<file path="config.mk">
export PLATFORM = sky130hd
export DESIGN_NAME = decode_stage
export DESIGN_NICKNAME = d
export VERILOG_FILES = /design/src/rtl/decode_pkg.sv /design/src/rtl/decode_comb.sv /design/src/rtl/decode_stage.sv
export SDC_FILE = /design/constraint.sdc
export NUM_CORES = 1
export LEC_CHECK = 0
export ABC_AREA = 1
export CAP_MARGIN = 25
export CORE_ASPECT_RATIO = 0.7
export CORE_UTILIZATION = 35
export DETAILED_ROUTE_END_ITERATION = 6
export PLACE_DENSITY_LB_ADDON = 0.12
export SKIP_CTS_REPAIR_TIMING = 1
export SYNTH_ARGS = -nofsm -noshare
export SYNTH_HDL_FRONTEND = slang
export SYNTH_SLANG_ARGS = --single-unit
</file>
<file path="constraint.sdc">
create_clock -name clk -period 4.3 [get_ports clk]
set_input_delay 0.86 -clock clk [delete_from_list [all_inputs] [get_ports clk]]
set_output_delay 0.86 -clock clk [all_outputs]
set_load 0.02 [all_outputs]
</file>
<file path="src/rtl/decode_pkg.sv">
// Shared opcode constants, format tag and decoded control bundle for the decode stage.
// The XLEN-wide immediate and PC travel beside dec_ctrl_t because a package struct cannot take XLEN.
package decode_pkg;

    localparam logic [6:0] OP_LUI      = 7'b0110111;
    localparam logic [6:0] OP_AUIPC    = 7'b0010111;
    localparam logic [6:0] OP_JAL      = 7'b1101111;
    localparam logic [6:0] OP_JALR     = 7'b1100111;
    localparam logic [6:0] OP_BRANCH   = 7'b1100011;
    localparam logic [6:0] OP_LOAD     = 7'b0000011;
    localparam logic [6:0] OP_STORE    = 7'b0100011;
    localparam logic [6:0] OP_IMM      = 7'b0010011;
    localparam logic [6:0] OP_OP       = 7'b0110011;
    localparam logic [6:0] OP_MISC_MEM = 7'b0001111;
    localparam logic [6:0] OP_SYSTEM   = 7'b1110011;

    typedef enum logic [2:0] {
        FMT_R   = 3'd0,
        FMT_I   = 3'd1,
        FMT_S   = 3'd2,
        FMT_B   = 3'd3,
        FMT_U   = 3'd4,
        FMT_J   = 3'd5,
        FMT_SYS = 3'd6,
        FMT_BAD = 3'd7
    } fmt_e;

    typedef struct packed {
        logic [4:0] rd;
        logic [4:0] rs1;
        logic [4:0] rs2;
        logic       rs1_en;
        logic       rs2_en;
        logic       rd_we;
        fmt_e       fmt;
        logic       illegal;
    } dec_ctrl_t;

endpackage

</file>
<file path="src/rtl/decode_comb.sv">
// Pure combinational RV32I/RV64I + Zicsr + Zifencei decoder: raw instruction -> control bundle and XLEN immediate.
// Register index fields are zero whenever the matching enable is off; unrecognised encodings give FMT_BAD.
module decode_comb
    import decode_pkg::*;
#(
    parameter int XLEN = 32
) (
    input  logic [31:0]     instr_i,
    output dec_ctrl_t       ctrl_o,
    output logic [XLEN-1:0] imm_o
);

    logic [6:0]  opcode;
    logic [2:0]  f3;
    logic [6:0]  f7;
    logic        ok;
    logic        has_rd;
    logic        rs1_en;
    logic        rs2_en;
    logic        sh_zero;
    logic        sh_alt;
    fmt_e        fmt;
    logic [31:0] imm32;

    assign opcode = instr_i[6:0];
    assign f3     = instr_i[14:12];
    assign f7     = instr_i[31:25];

    // On RV64 instr[25] is shamt[5], so only the upper six bits qualify a shift.
    always_comb begin
        if (XLEN == 64) begin
            sh_zero = (instr_i[31:26] == 6'b000000);
            sh_alt  = (instr_i[31:26] == 6'b010000);
        end else begin
            sh_zero = (f7 == 7'b0000000);
            sh_alt  = (f7 == 7'b0100000);
        end
    end

    always_comb begin
        ok     = 1'b0;
        has_rd = 1'b0;
        rs1_en = 1'b0;
        rs2_en = 1'b0;
        fmt    = FMT_BAD;
        imm32  = '0;
        case (opcode)
            OP_LUI, OP_AUIPC: begin
                ok = 1'b1; fmt = FMT_U; has_rd = 1'b1;
                imm32 = {instr_i[31:12], 12'b0};
            end
            OP_JAL: begin
                ok = 1'b1; fmt = FMT_J; has_rd = 1'b1;
                imm32 = {{11{instr_i[31]}}, instr_i[31], instr_i[19:12], instr_i[20], instr_i[30:21], 1'b0};
            end
            OP_JALR, OP_LOAD, OP_IMM: begin
                fmt = FMT_I; has_rd = 1'b1; rs1_en = 1'b1;
                imm32 = {{20{instr_i[31]}}, instr_i[31:20]};
                if (opcode == OP_JALR)
                    ok = (f3 == 3'b000);
                else if (opcode == OP_LOAD)
                    ok = (f3 != 3'b111) && (f3 != 3'b110 || XLEN == 64) && (f3 != 3'b011 || XLEN == 64);
                else if (f3 == 3'b001)
                    ok = sh_zero;
                else if (f3 == 3'b101)
                    ok = sh_zero || sh_alt;
                else
                    ok = 1'b1;
            end
            OP_STORE: begin
                fmt = FMT_S; rs1_en = 1'b1; rs2_en = 1'b1;
                ok = (f3 <= 3'b010) || (f3 == 3'b011 && XLEN == 64);
                imm32 = {{20{instr_i[31]}}, instr_i[31:25], instr_i[11:7]};
            end
            OP_BRANCH: begin
                fmt = FMT_B; rs1_en = 1'b1; rs2_en = 1'b1;
                ok = (f3 != 3'b010) && (f3 != 3'b011);
                imm32 = {{19{instr_i[31]}}, instr_i[31], instr_i[7], instr_i[30:25], instr_i[11:8], 1'b0};
            end
            OP_OP: begin
                fmt = FMT_R; has_rd = 1'b1; rs1_en = 1'b1; rs2_en = 1'b1;
                ok = (f7 == 7'b0000000) || (f7 == 7'b0100000 && (f3 == 3'b000 || f3 == 3'b101));
            end
            OP_MISC_MEM: begin
                fmt = FMT_SYS;
                ok = (f3 == 3'b000) || (f3 == 3'b001);
            end
            OP_SYSTEM: begin
                if (f3 == 3'b000) begin
                    fmt = FMT_SYS;
                    ok = (instr_i == 32'h0000_0073) || (instr_i == 32'h0010_0073);
                    imm32 = {31'b0, instr_i[20]};
                end else if (f3 != 3'b100) begin
                    ok = 1'b1; fmt = FMT_I; has_rd = 1'b1;
                    rs1_en = ~f3[2];
                    imm32 = f3[2] ? {27'b0, instr_i[19:15]} : {{20{instr_i[31]}}, instr_i[31:20]};
                end
            end
            default: ok = 1'b0;
        endcase
    end

    always_comb begin
        ctrl_o = '0;
        imm_o  = '0;
        if (ok) begin
            ctrl_o.fmt    = fmt;
            ctrl_o.rd     = has_rd ? instr_i[11:7] : 5'd0;
            ctrl_o.rd_we  = has_rd && (instr_i[11:7] != 5'd0);
            ctrl_o.rs1    = rs1_en ? instr_i[19:15] : 5'd0;
            ctrl_o.rs2    = rs2_en ? instr_i[24:20] : 5'd0;
            ctrl_o.rs1_en = rs1_en;
            ctrl_o.rs2_en = rs2_en;
            imm_o         = XLEN'($signed(imm32));
        end else begin
            ctrl_o.fmt     = FMT_BAD;
            ctrl_o.illegal = 1'b1;
        end
    end

endmodule

</file>
<file path="src/rtl/decode_stage.sv">
// Registered decode stage with valid/ready handshake, registered flush and saturating illegal counter.
// Define DECODE_SKID_EN for a 1-entry skid buffer that makes in_ready a register output.
module decode_stage
    import decode_pkg::*;
#(
    parameter int XLEN  = 32,
    parameter int CNT_W = 16
) (
    input  logic             clk,
    input  logic             rst,
    input  logic             flush,
    input  logic             in_valid,
    output logic             in_ready,
    input  logic [31:0]      in_instr,
    input  logic [XLEN-1:0]  in_pc,
    output logic             out_valid,
    input  logic             out_ready,
    output logic [XLEN-1:0]  out_pc,
    output logic [4:0]       out_rd,
    output logic [4:0]       out_rs1,
    output logic [4:0]       out_rs2,
    output logic             out_rs1_en,
    output logic             out_rs2_en,
    output logic             out_rd_we,
    output logic [2:0]       out_fmt,
    output logic [XLEN-1:0]  out_imm,
    output logic             out_illegal,
    output logic [CNT_W-1:0] illegal_cnt
);

    // Handshake: a side transfers on a cycle where its valid and ready are both high at the rising edge.
    dec_ctrl_t        dec_ctrl;
    logic [XLEN-1:0]  dec_imm;
    logic             out_valid_q, out_valid_d;
    dec_ctrl_t        ctrl_q, ctrl_d;
    logic [XLEN-1:0]  imm_q, imm_d, pc_q, pc_d;
    logic [CNT_W-1:0] cnt_q, cnt_d;
    logic             in_xfer, out_xfer, out_free;

    decode_comb #(.XLEN(XLEN)) u_decode_comb (
        .instr_i (in_instr),
        .ctrl_o  (dec_ctrl),
        .imm_o   (dec_imm)
    );

    assign out_xfer = out_valid_q && out_ready;
    assign out_free = !out_valid_q || out_ready;
    assign in_xfer  = in_valid && in_ready;

`ifdef DECODE_SKID_EN
    logic             skid_valid_q, skid_valid_d;
    dec_ctrl_t        skid_ctrl_q, skid_ctrl_d;
    logic [XLEN-1:0]  skid_imm_q, skid_imm_d, skid_pc_q, skid_pc_d;

    assign in_ready = !skid_valid_q;

    always_ff @(posedge clk or posedge rst) begin
        if (rst) begin
            skid_valid_q <= 1'b0;
            skid_ctrl_q  <= '0;
            skid_imm_q   <= '0;
            skid_pc_q    <= '0;
        end else begin
            skid_valid_q <= skid_valid_d;
            skid_ctrl_q  <= skid_ctrl_d;
            skid_imm_q   <= skid_imm_d;
            skid_pc_q    <= skid_pc_d;
        end
    end
`else
    assign in_ready = out_free;
`endif

    always_comb begin
        out_valid_d = out_valid_q;
        ctrl_d      = ctrl_q;
        imm_d       = imm_q;
        pc_d        = pc_q;
`ifdef DECODE_SKID_EN
        skid_valid_d = skid_valid_q;
        skid_ctrl_d  = skid_ctrl_q;
        skid_imm_d   = skid_imm_q;
        skid_pc_d    = skid_pc_q;
        if (flush) begin
            out_valid_d = 1'b0; ctrl_d = '0; imm_d = '0; pc_d = '0;
            skid_valid_d = 1'b0; skid_ctrl_d = '0; skid_imm_d = '0; skid_pc_d = '0;
        end else if (out_free && skid_valid_q) begin
            out_valid_d  = 1'b1;
            ctrl_d       = skid_ctrl_q;
            imm_d        = skid_imm_q;
            pc_d         = skid_pc_q;
            skid_valid_d = 1'b0;
        end else if (out_free) begin
            out_valid_d = in_xfer;
            if (in_xfer) begin
                ctrl_d = dec_ctrl; imm_d = dec_imm; pc_d = in_pc;
            end
        end else if (in_xfer) begin
            skid_valid_d = 1'b1;
            skid_ctrl_d  = dec_ctrl;
            skid_imm_d   = dec_imm;
            skid_pc_d    = in_pc;
        end
`else
        if (flush) begin
            out_valid_d = 1'b0; ctrl_d = '0; imm_d = '0; pc_d = '0;
        end else if (out_free) begin
            out_valid_d = in_xfer;
            if (in_xfer) begin
                ctrl_d = dec_ctrl; imm_d = dec_imm; pc_d = in_pc;
            end
        end
`endif
    end

    // A flush discards the held bundle, so it is not counted even if out_ready is high.
    always_comb begin
        cnt_d = cnt_q;
        if (out_xfer && ctrl_q.illegal && !flush && (cnt_q != {CNT_W{1'b1}}))
            cnt_d = cnt_q + 1'b1;
    end

    always_ff @(posedge clk or posedge rst) begin
        if (rst) begin
            out_valid_q <= 1'b0;
            ctrl_q      <= '0;
            imm_q       <= '0;
            pc_q        <= '0;
            cnt_q       <= '0;
        end else begin
            out_valid_q <= out_valid_d;
            ctrl_q      <= ctrl_d;
            imm_q       <= imm_d;
            pc_q        <= pc_d;
            cnt_q       <= cnt_d;
        end
    end

    assign out_valid   = out_valid_q;
    assign out_pc      = pc_q;
    assign out_rd      = ctrl_q.rd;
    assign out_rs1     = ctrl_q.rs1;
    assign out_rs2     = ctrl_q.rs2;
    assign out_rs1_en  = ctrl_q.rs1_en;
    assign out_rs2_en  = ctrl_q.rs2_en;
    assign out_rd_we   = ctrl_q.rd_we;
    assign out_fmt     = ctrl_q.fmt;
    assign out_imm     = imm_q;
    assign out_illegal = ctrl_q.illegal;
    assign illegal_cnt = cnt_q;

endmodule

</file>
==> results of run 1 <==
## worst min-delay path, stage by stage, from the launching register on
cell                      delay, ns
sky130_fd_sc_hd__dfrtp_1       0.35
sky130_fd_sc_hd__nand2_1       0.05
sky130_fd_sc_hd__nand2_1       0.05
## state kept, by name (all words and copies together), names as in the netlist
register	count
out_valid	1
out_pc	32
illegal_cnt	16
out_rd_we	1
out_rs1	5
out_fmt	3
out_rs1_en	1
out_illegal	1
out_rs2_en	1
out_imm	32
out_rs2	5
out_rd	5
## through the flow
stage | power [mW] | hold WS [ns] | cell area, µm²
after floorplan | 1.20 | 0.591 | 5430
after global placement | 1.38 | 0.465 | 7260
after detailed placement | 1.38 | 0.466 | 7260
after CTS | 2.25 | 0.486 | 7580
after global routing | 2.32 | 0.507 | 7580
final | 2.23 | 0.485 | 7580
## how the worst max path moves through the flow
stage	to	cells past startpoint
2_1_floorplan	illegal_cnt[0]$_DFFE_PP0P_	1
3_3_place_gp	out_imm[22]$_DFFE_PP0P_	10
3_5_place_dp	out_imm[16]$_DFFE_PP0P_	10
4_1_cts	out_imm[16]$_DFFE_PP0P_	10
5_1_grt	out_imm[16]$_DFFE_PP0P_	10
6_report	out_imm[17]$_DFFE_PP0P_	10
## metal layers
layer | up-vias | track usage
met2 | 179 | 0.318
met1 | 2558 | 0.332
met4 | 0 | 0.0636
li1 | 2575 | -
met5 | - | 0
met3 | 22 | 0.0515
## cells by family after synthesis
kind of cell	Yosys count
adder cells (fa/ha/maj)	1
buffers and inverters	106
XOR/XNOR	13
AND/OR/NAND/NOR	404
flip-flops	103
AO/OA/AOI/OAI	67
## cell usage after synthesis (all sizes together)
master	n	area [µm²]
dfrtp	103	2580
nor2	51	224
nor3b	1	7.51
nand3	80	405
a21oi	6	30.0
clkbuf	21	78.8
or3	1	6.26
xor2	8	70.1
ha	1	12.5
nand3b	2	15.0
inv	72	270
nand4	31	194
nor3	7	45.0
a22oi	2	15.0
clkinv	2	7.51
nand2	228	895
o21ai	26	130
nor4	3	18.8
a31oi	1	6.26
xnor2	5	43.8
buf	11	93.8
a22o	32	280
## report_power, final
part / internal (mW) / total (mW) / switching [mW]
Combinational: 0.150 / 0.332 / 0.182
Sequential: 0.999 / 1.03 / 0.0285
Clock: 0.466 / 0.865 / 0.399
## cell type report
| cell class | count | area (µm²) | share of cell area |
|---|---|---|---|
| clock buffers | 9 | 225 | 0.0297 |
| clock inverters | 7 | 88.8 | 0.0117 |
| inverters | 74 | 280 | 0.0370 |
| multi-input cells | 485 | 2400 | 0.317 |
| flip-flops and latches | 103 | 2580 | 0.340 |
| well taps | 195 | 244 | 0.0322 |
| repair buffers | 177 | 1760 | 0.232 |
==> metrics list, run 1 <==
* Startpoint types: input pin
- After the flow finishes, the layout carries non-filler instances totaling 1050.
- Leading cell type in the layout, fill and taps excluded: sky130_fd_sc_hd__nand2_1
- Startpoint of the lowest-slack hold path: out_rs2[2]$_DFFE_PP0P_
- In the routed design, unresolved DRC markers number 0.
- The number of nets handed over by synthesis was 764.
- In this run the worst path has a maximum fanout of 31.
* Gr ovfl total: 0
- Die outline height: 106 µm
- Data arrival at the endpoint of the critical path: 3.55 ns
- In the final routing, the length of wire on met1 measures 8490 µm.
- Among cell families on the critical path, the largest total delay comes from simple AND/OR/NAND/NOR gates.
- Routability-driven placement finished with a final weighted congestion of 0.940.
* Clock Sinks: 103
- Placed cell count: 1034
* Cell breakdown of the critical path: clkdlybuf4s50_1, nor2_1, nand4_1, nand2_1, nor2_1, nand3b_1, nand2_1, inv_2, nand3_1, nand2_1
- The worst register-to-register path begins at out_valid$_DFFE_PP0P_.
* Adder-cell share of the synthesized area: 0.00231
- Flop2flop setup slack: 2.22 ns
* Core Box Area: 14900 µm²
- Outcome: finished clean
- Pin count of the biggest net entering global routing: 57
- The routed layout has 5334 vias.
* Final HPWL DP: 12800 µm
- Fin Clk Skew: 0.0116 ns
* Number of DRC markers in iteration 0: 352
- For this run, the number of Yosys warnings is 0.
- Rel. slew slack: 0.466
- Fin. Hold Viols: 0
* Average wire per cell in the routed design: 16.3 µm
- DRT antenna net count: 0
- Worst-Margin Slew: 0.799 ns
- In the final timing run, aggregate negative setup slack is 0 ns.
* Area growth from synthesis to final layout: 39.6%
- Via count of the first global-routing pass: 5111
- Summed over all nets, wire length on met3 after detailed routing comes to 979 µm.
* Area fraction in and, or, nand and nor cells after synthesis: 0.334
- Worst vdd ir: 0.180 mV
- Synthesis produced a netlist whose cell count is 694.
- OpenSTA, run right after detailed placement, puts the worst setup slack at 0.754 ns.
* Sum of buffers and inverters on the critical path: 2
* Leak: 3.71 nW
- Detail-routed via count per cell: 5.08
* Clock-pin slew on the worst setup and hold paths: 0.07 ns
* Total Routed Length: 17100 µm
- Worst Setup End Kind: flop
- The number of antenna diodes in the final layout is 0.
- Pwr per Cell Area: 294 nW/µm²
* Period Utilization, post-route: 0.762
- The tightest min-delay check is of the reg -> reg type.
- In this run the top signal layer used is met4.
- Port Buffers: 172
- In this design, the stage delay of the slowest critical-path cell is 0.55 ns.
* Worst skew pair latency: 0.35 ns
* Worst-case hold path end point: out_rs2[2]$_DFFE_PP0P_
- # IOs: 173
- After synthesis, the share of cell area in mux cells is 0.
- Post-synthesis register bit count: 103
* Die Area: 16000 µm²
- The number of cells on the worst reg-to-reg path is 7.
- The initial antenna violation count is 0.
- Endpoint of the worst-slack reg-to-reg timing path: out_rs2[1]$_DFFE_PP0P_
- The layout has 1465 filler cells.
- Setup violations remaining at the end of the flow were counted as 0.
* Post-synthesis share of cell area spent on xor and xnor gates: 0.0210
* Util after Layout: 0.508
- In the global route stage, overall resource usage came out at 0.223.
- Type of the setup path with the least slack: in -> reg
- Of the cells placed in the final design, the portion with a size suffix greater than 1 is 0.0596.
- The first detailed-routing pass took 5 iterations.
- Worst hold path stage count: 2
* CTS tree: built
- Setup repair after global routing left no endpoint under its margin.
- H-tree depth reported by CTS: 3
* Critical path's most frequent cell: sky130_fd_sc_hd__nand2_1
- Maximum clock frequency: 0.305 GHz
- Avg Synthesized Cell Area: 7.82 µm²
- Minimum period implied by the final worst setup slack: 3.28 ns
- The final layout contains 920 nets.
- Effective utilization at floorplan: 0.364
- Required time at the endpoint of the critical path: 4.58 ns
* Maximum capacitance violations: 0
- The floorplan has 37 rows.
- Combinational family with the most area after synthesis: simple AND/OR/NAND/NOR gates
- Leaving out fill and tap cells, the most frequent cells in the layout are sky130_fd_sc_hd__nand2_1 (220), sky130_fd_sc_hd__clkdlybuf4s50_1 (172), sky130_fd_sc_hd__dfrtp_1 (103), sky130_fd_sc_hd__nand3_1 (79), sky130_fd_sc_hd__inv_1 (63).
- Detailed routing placed a total of 7340 µm of wire on met2.
* Netlist area before placement: 5430 µm²
* Compound-Gate Fraction of Synth Area: 0.0851
- Max Root-Sink Buffers: 2
- Pins Over Slew Limit: 0
* Total clock buffers created by CTS: 9
- Wire length of the first global-routing pass: 27400 µm
* Final setup slack of the worst path: 1.02 ns
* Source of the critical timing path: in_instr[6]
- CP max stage cell: sky130_fd_sc_hd__clkdlybuf4s50_1
* Synth unique cells: 32
- Library cell used as clock root buffer: sky130_fd_sc_hd__clkbuf_16
* Die Wd: 151 µm
- The share of the Yosys chip area taken by registers is 0.475.
No activity file was read; power rests on OpenSTA's default activity.
==> run 2: changes to the inputs <==
Clock period 4.3 ns to 3.1 ns, I/O delays scaled along.
==> metrics list, run 2 (synthesized netlist as in run 1, its figures left out) <==
* Number of DRC markers in iteration 0: 413 (was 352)
- The detailed-route wire length per cell is 16.2 µm (was 16.3 µm).
- The total count of hold-check failures in the final report is 0 (unchanged).
- The critical path arrival is 1.88 ns (was 3.55 ns).
- The combined global-route utilization of all metal layers was 0.223 (about the same).
* Worst-case hold path end point: out_imm[9]$_DFFE_PP0P_ (was out_rs2[2]$_DFFE_PP0P_)
- Fin Clk Skew: 0.00605 ns (was 0.0116 ns)
* Worst hold path stage count: 2 (unchanged)
- Outcome: finished clean (unchanged)
- The count of max-cap constraint violations was 0 (unchanged).
- The number of endpoints failing setup at the final stage was 0 (unchanged).
- The CTS root buffer was sky130_fd_sc_hd__clkbuf_16 (unchanged).
- Met3 WL post-DR: 1420 µm (was 979 µm)
- Core Box Area: 14900 µm² (unchanged)
- Switching share of power: 0.281 (was 0.274)
* Number of antenna violations at the first check in global routing: 0 (unchanged)
- H-tree depth reported by CTS: 3 (unchanged)
- Startpoint of the lowest-slack hold path: out_imm[9]$_DFFE_PP0P_ (was out_rs2[2]$_DFFE_PP0P_)
* Share of power burned in registers: 0.474 (was 0.462)
* Final HPWL DP: 12900 µm (was 12800 µm)
- The amount of wire on met2 after detailed routing is 7490 µm (was 7340 µm).
* Pins Over Slew Limit: 0 (unchanged)
- Period Utilization, post-route: 0.807
- Largest stage delay, worst path: 0.63 ns (was 0.55 ns)
* Nets: 929 (was 920)
- The via density per instance was 5.08 (about the same).
* Switch Pwr: 0.845 mW (was 0.609 mW)
* CTS tree: built (unchanged)
- Area used by multi-input combinational logic: 2400 µm² (unchanged)
- Area growth from synthesis to final layout: 41.0% (was 39.6%)
* Critical path's most frequent cell: sky130_fd_sc_hd__clkdlybuf4s50_1 (was sky130_fd_sc_hd__nand2_1)
- The via count came to 5384 (was 5334).
- The filler cell count in the final layout was 1413 (was 1465).
- Minimum period implied by the final worst setup slack: 2.50 ns
- Pwr per Cell Area: 393 nW/µm² (was 294 nW/µm²)
- Met1 WL: 8060 µm (was 8490 µm)
* WHS: 0.481 ns (was 0.485 ns)
* Routability-driven placement congestion ratio: 0.966 (was 0.940)
- The kind of launch point of the worst setup path is an input pin (unchanged).
- Pin count of the biggest net entering global routing: 55 (was 57)
- Total Routed Length: 17100 µm (about the same)
* Gate power share: 0.156 (was 0.149)
- The path type of the worst min-delay path is reg -> reg (unchanged).
- Cell internal pwr: 2.16 mW (was 1.62 mW)
- The static leakage is 3.74 nW (was 3.71 nW).
- Effective utilization at floorplan: 0.364 (unchanged)
* Rel. slew slack: 0.467 (was 0.466)
* Startpoint of the lowest-slack register-to-register path: illegal_cnt[0]$_DFFE_PP0P_ (was out_valid$_DFFE_PP0P_)
* Most frequent cells in the layout: sky130_fd_sc_hd__nand2_1 (220), sky130_fd_sc_hd__clkdlybuf4s50_1 (172), sky130_fd_sc_hd__dfrtp_1 (103), sky130_fd_sc_hd__nand3_1 (79), sky130_fd_sc_hd__inv_1 (63) (unchanged)
- The clock-pin slew on the worst setup and hold paths was 0.07 ns (about the same).
* DRC Markers: 0 (unchanged)
- Top routing layer in use: met4 (unchanged)
- The number of buffers added on ports is 172 (unchanged).
* Via count of the first global-routing pass: 5208 (was 5111)
- DRT antenna net count: 0 (unchanged)
* Portion of total power attributed to the clock network: 0.369 (was 0.389)
* Total clock buffers created by CTS: 9 (unchanged)
- The die extent in y was 106 µm (unchanged).
* Worst vdd ir: 0.216 mV (was 0.180 mV)
* Worst R2R Path Depth: 9 (was 7)
- Detailed-routing iteration count for the pre-antenna-repair pass: 5 (unchanged)
- Gr ovfl total: 0 (unchanged)
- Required time at the endpoint of the critical path: 2.48 ns (was 4.58 ns)
- N_diodes: 0 (unchanged)
- The most common library cell in the layout ignoring fill and taps is sky130_fd_sc_hd__nand2_1 (unchanged).
- Worst skew pair latency: 0.35 ns (about the same)
* FF/Latch Area: 2580 µm² (unchanged)
- The total negative setup slack was 0 ns (unchanged).
- The type of the setup path with the least slack is in -> out (was in -> reg).
- The number of sinks handled by clock tree synthesis was 103 (unchanged).
* Wire length of the first global-routing pass: 27600 µm (was 27400 µm)
- CP max stage cell: sky130_fd_sc_hd__clkdlybuf4s50_1 (unchanged)
* # IOs: 173 (unchanged)
- Unrepaired setup endpoints after global routing: no (unchanged).
* Cell breakdown of the critical path: clkdlybuf4s50_1, inv_1, nand2_1, clkdlybuf4s50_1 (was clkdlybuf4s50_1, nor2_1, nand4_1, nand2_1, nor2_1, nand3b_1, nand2_1, inv_2, nand3_1, nand2_1)
- The die area is 16000 µm² (unchanged).
- Cell row count: 37 (unchanged)
* Fraction of final layout cells sized beyond drive strength 1: 0.0683 (was 0.0596)
- The maximum fanout along the worst path was 3 (was 31).
- The minimum setup slack after placement is 0.382 ns (was 0.754 ns).
* Final setup slack of the worst path: 0.598 ns (was 1.02 ns)
- Die Wd: 151 µm (unchanged)
- The setup slack on the worst flop-to-flop path came to 1.14 ns (was 2.22 ns).
- The transition at the pin with the smallest max-transition slack is 0.799 ns (about the same).
* Max Root-Sink Buffers: 2 (unchanged)
- The endpoint type of the worst setup path is a primary output (was flop).
- The end of the worst register-to-register path was illegal_cnt[10]$_DFFE_PP0P_ (was out_rs2[1]$_DFFE_PP0P_).
- Maximum clock frequency: 0.400 GHz
## run 2: cell count changes in the layout (fill, tap and decap cells not counted)
cell                         before  now
sky130_fd_sc_hd__buf_12           0    3
sky130_fd_sc_hd__buf_4            5   11
sky130_fd_sc_hd__bufinv_16        1    0
sky130_fd_sc_hd__clkbuf_1         0    1
sky130_fd_sc_hd__clkinvlp_4       1    3
sky130_fd_sc_hd__inv_4            1    0
sky130_fd_sc_hd__inv_6            0    1
sky130_fd_sc_hd__inv_8            3    1
## run 2: worst max path at each step
| stage | start | endpoint | slack (ns) | cells past startpoint |
|---|---|---|---|---|
| 6_report | out_ready | in_ready | 0.60 | 4 |
| 5_1_grt | in_instr[2] | out_imm[14]$_DFFE_PP0P_ | 0.55 | 11 |
| 4_1_cts | out_ready | in_ready | 0.59 | 4 |
| 3_5_place_dp | in_instr[2] | out_imm[14]$_DFFE_PP0P_ | 0.38 | 11 |
| 3_3_place_gp | in_instr[2] | out_imm[23]$_DFFE_PP0P_ | 0.36 | 11 |
| 2_1_floorplan | in_instr[1] | out_rd[0]$_DFFE_PP0P_ | 1.22 | 13 |
## run 2: final cells by class
cell class                 count  share of cell area
clock buffer                  10              0.0299
timing repair buffer         186               0.244
sequential                   103               0.337
clock inverter                 6             0.00687
multi-input combinational    485               0.314
tap                          195              0.0319
inverter                      74              0.0368
## run 2: metrics by stage
step,total power [mW],instances,area [µm²],util
after floorplan,1.66,694,5430,-
after global placement,1.92,1043,7370,0.494
after detailed placement,1.92,1043,7370,0.494
after CTS,3.04,1059,7650,0.513
after global routing,3.15,1059,7650,0.513
final,3.00,1059,7650,0.513
## run 2: power by group through the flow
stage               Sequential (mW)  Clock (mW)  Combinational (mW)
detailed placement             1.45           0               0.471
finish                         1.42        1.11               0.470
global route                   1.43        1.21               0.508
CTS                            1.43        1.14               0.472
global placement               1.45           0               0.467
floorplan                      1.50           0               0.161
## run 2: critical path: cells and delay by family
kind,cells,cell delay [ns]
buffers and inverters,3,1.16
AND/OR/NAND/NOR,1,0.10
## run 2: layer usage
layer  track usage  up-vias
li1              -     2594
met1         0.323     2550
met5             0        -
met2         0.331      227
met3        0.0592       13
met4        0.0493        0
